===== src/rtl/adder_4bit_pkg.sv =====
// rtl/adder_4bit_pkg.sv - shared width constants and helpers for adder_4bit
package adder_4bit_pkg;

    localparam int ADDER_DEFAULT_WIDTH = 4;

    // Carry-out is kept, so the sum is one bit wider than the operands.
    function automatic int sum_width(input int w);
        return w + 1;
    endfunction

endpackage


===== src/rtl/adder_4bit_full_adder.sv =====
// rtl/adder_4bit_full_adder.sv - 1-bit full-adder cell for the ripple chain
module full_adder (
    input  logic a,
    input  logic b,
    input  logic cin,
    output logic s,
    output logic cout
);

    assign s    = a ^ b ^ cin;
    assign cout = (a & b) | (cin & (a ^ b));

endmodule


===== src/rtl/adder_4bit.sv =====
// rtl/adder_4bit.sv - registered ripple-carry adder; ADDER_4BIT_CIN_EN adds a cin port
module adder_4bit
    import adder_4bit_pkg::*;
#(
    parameter int WIDTH = ADDER_DEFAULT_WIDTH
) (
    input  logic                         clk,
    input  logic                         rst_n,
    input  logic                         in_valid,
    input  logic [WIDTH-1:0]             a,
    input  logic [WIDTH-1:0]             b,
`ifdef ADDER_4BIT_CIN_EN
    input  logic                         cin,
`endif
    output logic                         out_valid,
    output logic [sum_width(WIDTH)-1:0]  sum,
    output logic                         zero
);

    logic [WIDTH:0]   carry;
    logic [WIDTH-1:0] bits;
    logic [WIDTH:0]   sum_next;

`ifdef ADDER_4BIT_CIN_EN
    assign carry[0] = cin;
`else
    assign carry[0] = 1'b0;
`endif

    for (genvar i = 0; i < WIDTH; i++) begin : g_chain
        full_adder u_fa (
            .a    (a[i]),
            .b    (b[i]),
            .cin  (carry[i]),
            .s    (bits[i]),
            .cout (carry[i+1])
        );
    end

    assign sum_next = {carry[WIDTH], bits};

    // Result registers load only on in_valid, so idle-cycle X on a/b never reaches them.
    always_ff @(posedge clk) begin
        if (!rst_n) begin
            out_valid <= 1'b0;
            sum       <= '0;
            zero      <= 1'b1;
        end else begin
            out_valid <= in_valid;
            if (in_valid) begin
                sum  <= sum_next;
                zero <= (sum_next == '0);
            end
        end
    end

endmodule


===== config.mk =====
export PLATFORM = sky130hd
export DESIGN_NAME = adder_4bit
export DESIGN_NICKNAME = d
export VERILOG_FILES = /design/src/rtl/adder_4bit_pkg.sv /design/src/rtl/adder_4bit_full_adder.sv /design/src/rtl/adder_4bit.sv
export SDC_FILE = /design/constraint.sdc
export NUM_CORES = 1
export LEC_CHECK = 0
export BUFFER_PORTS_ARGS = -buffer_cell sky130_fd_sc_hd__buf_4
export CORE_AREA = 2 2 39 41
export DETAILED_ROUTE_END_ITERATION = 10
export DIE_AREA = 0 0 41 43
export GPL_ROUTABILITY_DRIVEN = 0
export PLACE_DENSITY = 0.52
export SLEW_MARGIN = 20
export SYNTH_ARGS = -nofsm -noshare
export SYNTH_HDL_FRONTEND = slang
export SYNTH_SLANG_ARGS = --single-unit

===== constraint.sdc =====
create_clock -name clk -period 2.3 [get_ports clk]
set_clock_uncertainty 0.1 [all_clocks]
set_input_delay 0.23 -clock clk [delete_from_list [all_inputs] [get_ports clk]]
set_output_delay 0.23 -clock clk [all_outputs]
set_load 0.02 [all_outputs]

==> impl_metrics.json <==
{
  "synth_nets": 45,
  "hold_viol": 0,
  "end_kind": "register",
  "grt_use_total": 0.0929,
  "netlist.top_cell.by_area": "dfxtp_1",
  "cts_root_buf": "clkbuf_4",
  "ant_nets": 0,
  "worstSkewPairLatency_ps": 250,
  "antenna_found_initial": 0,
  "cp_max_fo": 2,
  "timing.fmax_mhz": 521,
  "grt-ovfl-total": 0,
  "synth.distinct_cells": 12,
  "grt_max_degree": 11,
  "grt_pass1_vias": 262,
  "drive_gt1_frac": 0.440,
  "wl_um": 607,
  "cts_buffer_depth": 2,
  "io_buffers": 17,
  "synth.ff_latch_count": 7,
  "worstMarginPinSlew_ps": 127,
  "yosys_warnings": 0,
  "die_y_um": 43,
  "vias": 280,
  "drtIter0Drc": 2,
  "layout_commonest_cell": "buf_4",
  "core-area_mm2": 0.00138,
  "syn_area_per_cell_um2": 11.7,
  "irDropWorstVdd_uv": 457,
  "cts_setup_buffers": 0,
  "yosys-top-cells-area": "dfxtp_1 (40%), fa_1 (17%), mux2i_1 (8.5%), o211a_1 (5.7%), nor2b_1 (5.3%)",
  "yosysSeqAreaShare": 0.399,
  "worstPathArrival_ps": 1960,
  "drv_slew": 0,
  "synth_area_um2": 352,
  "final_cell_mix": "buf_4 (17), dfxtp_1 (7), inv_1 (4)",
  "startpoint_type": "input pin",
  "cts_tree": "yes",
  "initial_utilization": 0.254,
  "cts_sinks": 7,
  "rsz0062_at_grt": "false",
  "powerDensity_mw_per_mm2": 639,
  "path_clk_slew_ps": 50,
  "dr.pass1.iters": 2,
  "path_class": "in -> reg",
  "finalSetupViolCount": 0,
  "relSlewSlack": 0.913,
  "n_antenna_cell": 0,
  "via_per_inst": 4.24,
  "grt_pass1_wl_um": 1030,
  "fillers": 143,
  "cts_made_buffers": 3,
  "hp-class": "in -> reg",
  "multiInputGateArea_um2": 185,
  "fin_area_um2": 514,
  "tns_ps": 0,
  "status": "completed",
  "dpl_cell_area_um2": 488,
  "cap_violations": 0,
  "htreeDepth": 1,
  "die_area_mm2": 0.00176,
  "postCtsResizedCells": 0,
  "ctsHoldBuffers": 0,
  "drc": 0,
  "area_growth_pct": 46.3,
  "p_leak_nw": 0.267,
  "num_io_pins": 18,
  "period_needed_ps": 1920,
  "netlist.area_leader.share": 0.399,
  "die_w_um": 41,
  "period_share": 0.835,
  "rows": 14,
  "seqCellArea_um2": 140,
  "nets": 66,
  "utilization": 0.372,
  "synthCells": 30,
  "critPathRequiredTime_ps": 2340,
  "wire_per_inst_um": 9.20
}
==> through the flow <==
| stage | instances | setup slack [ps] | hold slack (ps) | power (mW) |
|---|---|---|---|---|
| floorplan | 30 | 277 | 196 | 0.186 |
| global placement | 62 | 107 | 354 | 0.222 |
| detailed placement | 62 | 93.3 | 359 | 0.223 |
| CTS | 66 | 367 | 88.6 | 0.338 |
| global route | 66 | 308 | 89.5 | 0.352 |
| finish | 66 | 380 | 93.7 | 0.329 |
==> logic make-up after synthesis <==
logic type | Yosys count | share of synthesized area
fa+ha+maj | 4 | 0.206
simple gates | 8 | 0.135
flops | 7 | 0.399
compound gates | 3 | 0.0996
mux | 3 | 0.0854
buf+inv | 5 | 0.0747
==> final cells by class <==
type | count | share of cell area
clock buffers | 4 | 0.0511
multi-input cells | 18 | 0.360
repair buffers | 17 | 0.248
flip-flops and latches | 7 | 0.273
well taps | 16 | 0.0389
inverters | 4 | 0.0292
==> synth_stat cells, drive strengths merged <==
cell	number
and2	1
o211a	2
fa	3
nor2b	3
or4b	1
dfxtp	7
mux2i	3
buf	1
nand2	3
o221ai	1
inv	4
ha	1
==> worst max-delay path, stage by stage <==
cell and delay [ps]:
buf_4 110, ha_1 190, fa_1 370, fa_1 370
inv_1 70, fa_1 420, nand2_1 100, o221ai_2 90
==> state kept, by name, indices dropped and copies added, names as in the netlist <==
register   cells
sum            5
out_valid      1
zero           1
==> metal layers <==
layer  routed length [um]  share of wire  global-route usage
met4                    0              0              0.0200
met5                    0              0                   0
met1                  234           0.39               0.111
met3                   67           0.11              0.0942
met2                  305           0.50               0.116
==> path summary, 6_finish.rpt <==
path                            cells after the start  endpoint   start  slack (ps)
worst max-delay path                                8      zero    a[0]         380
worst min-delay path                                2      zero   rst_n          90
worst max register to register                      1    sum[3]  sum[3]        1590
worst min register to register                      1    sum[4]  sum[4]         380
==> power breakdown <==
part / internal (mW) / leakage (nW) / switching [mW]
clock: 0.0662 / 0.0150 / 0.0448
sequential: 0.132 / 0.0581 / 0.00487
combinational: 0.0422 / 0.194 / 0.0388
Note: power is estimated with default switching activity, not from simulation.
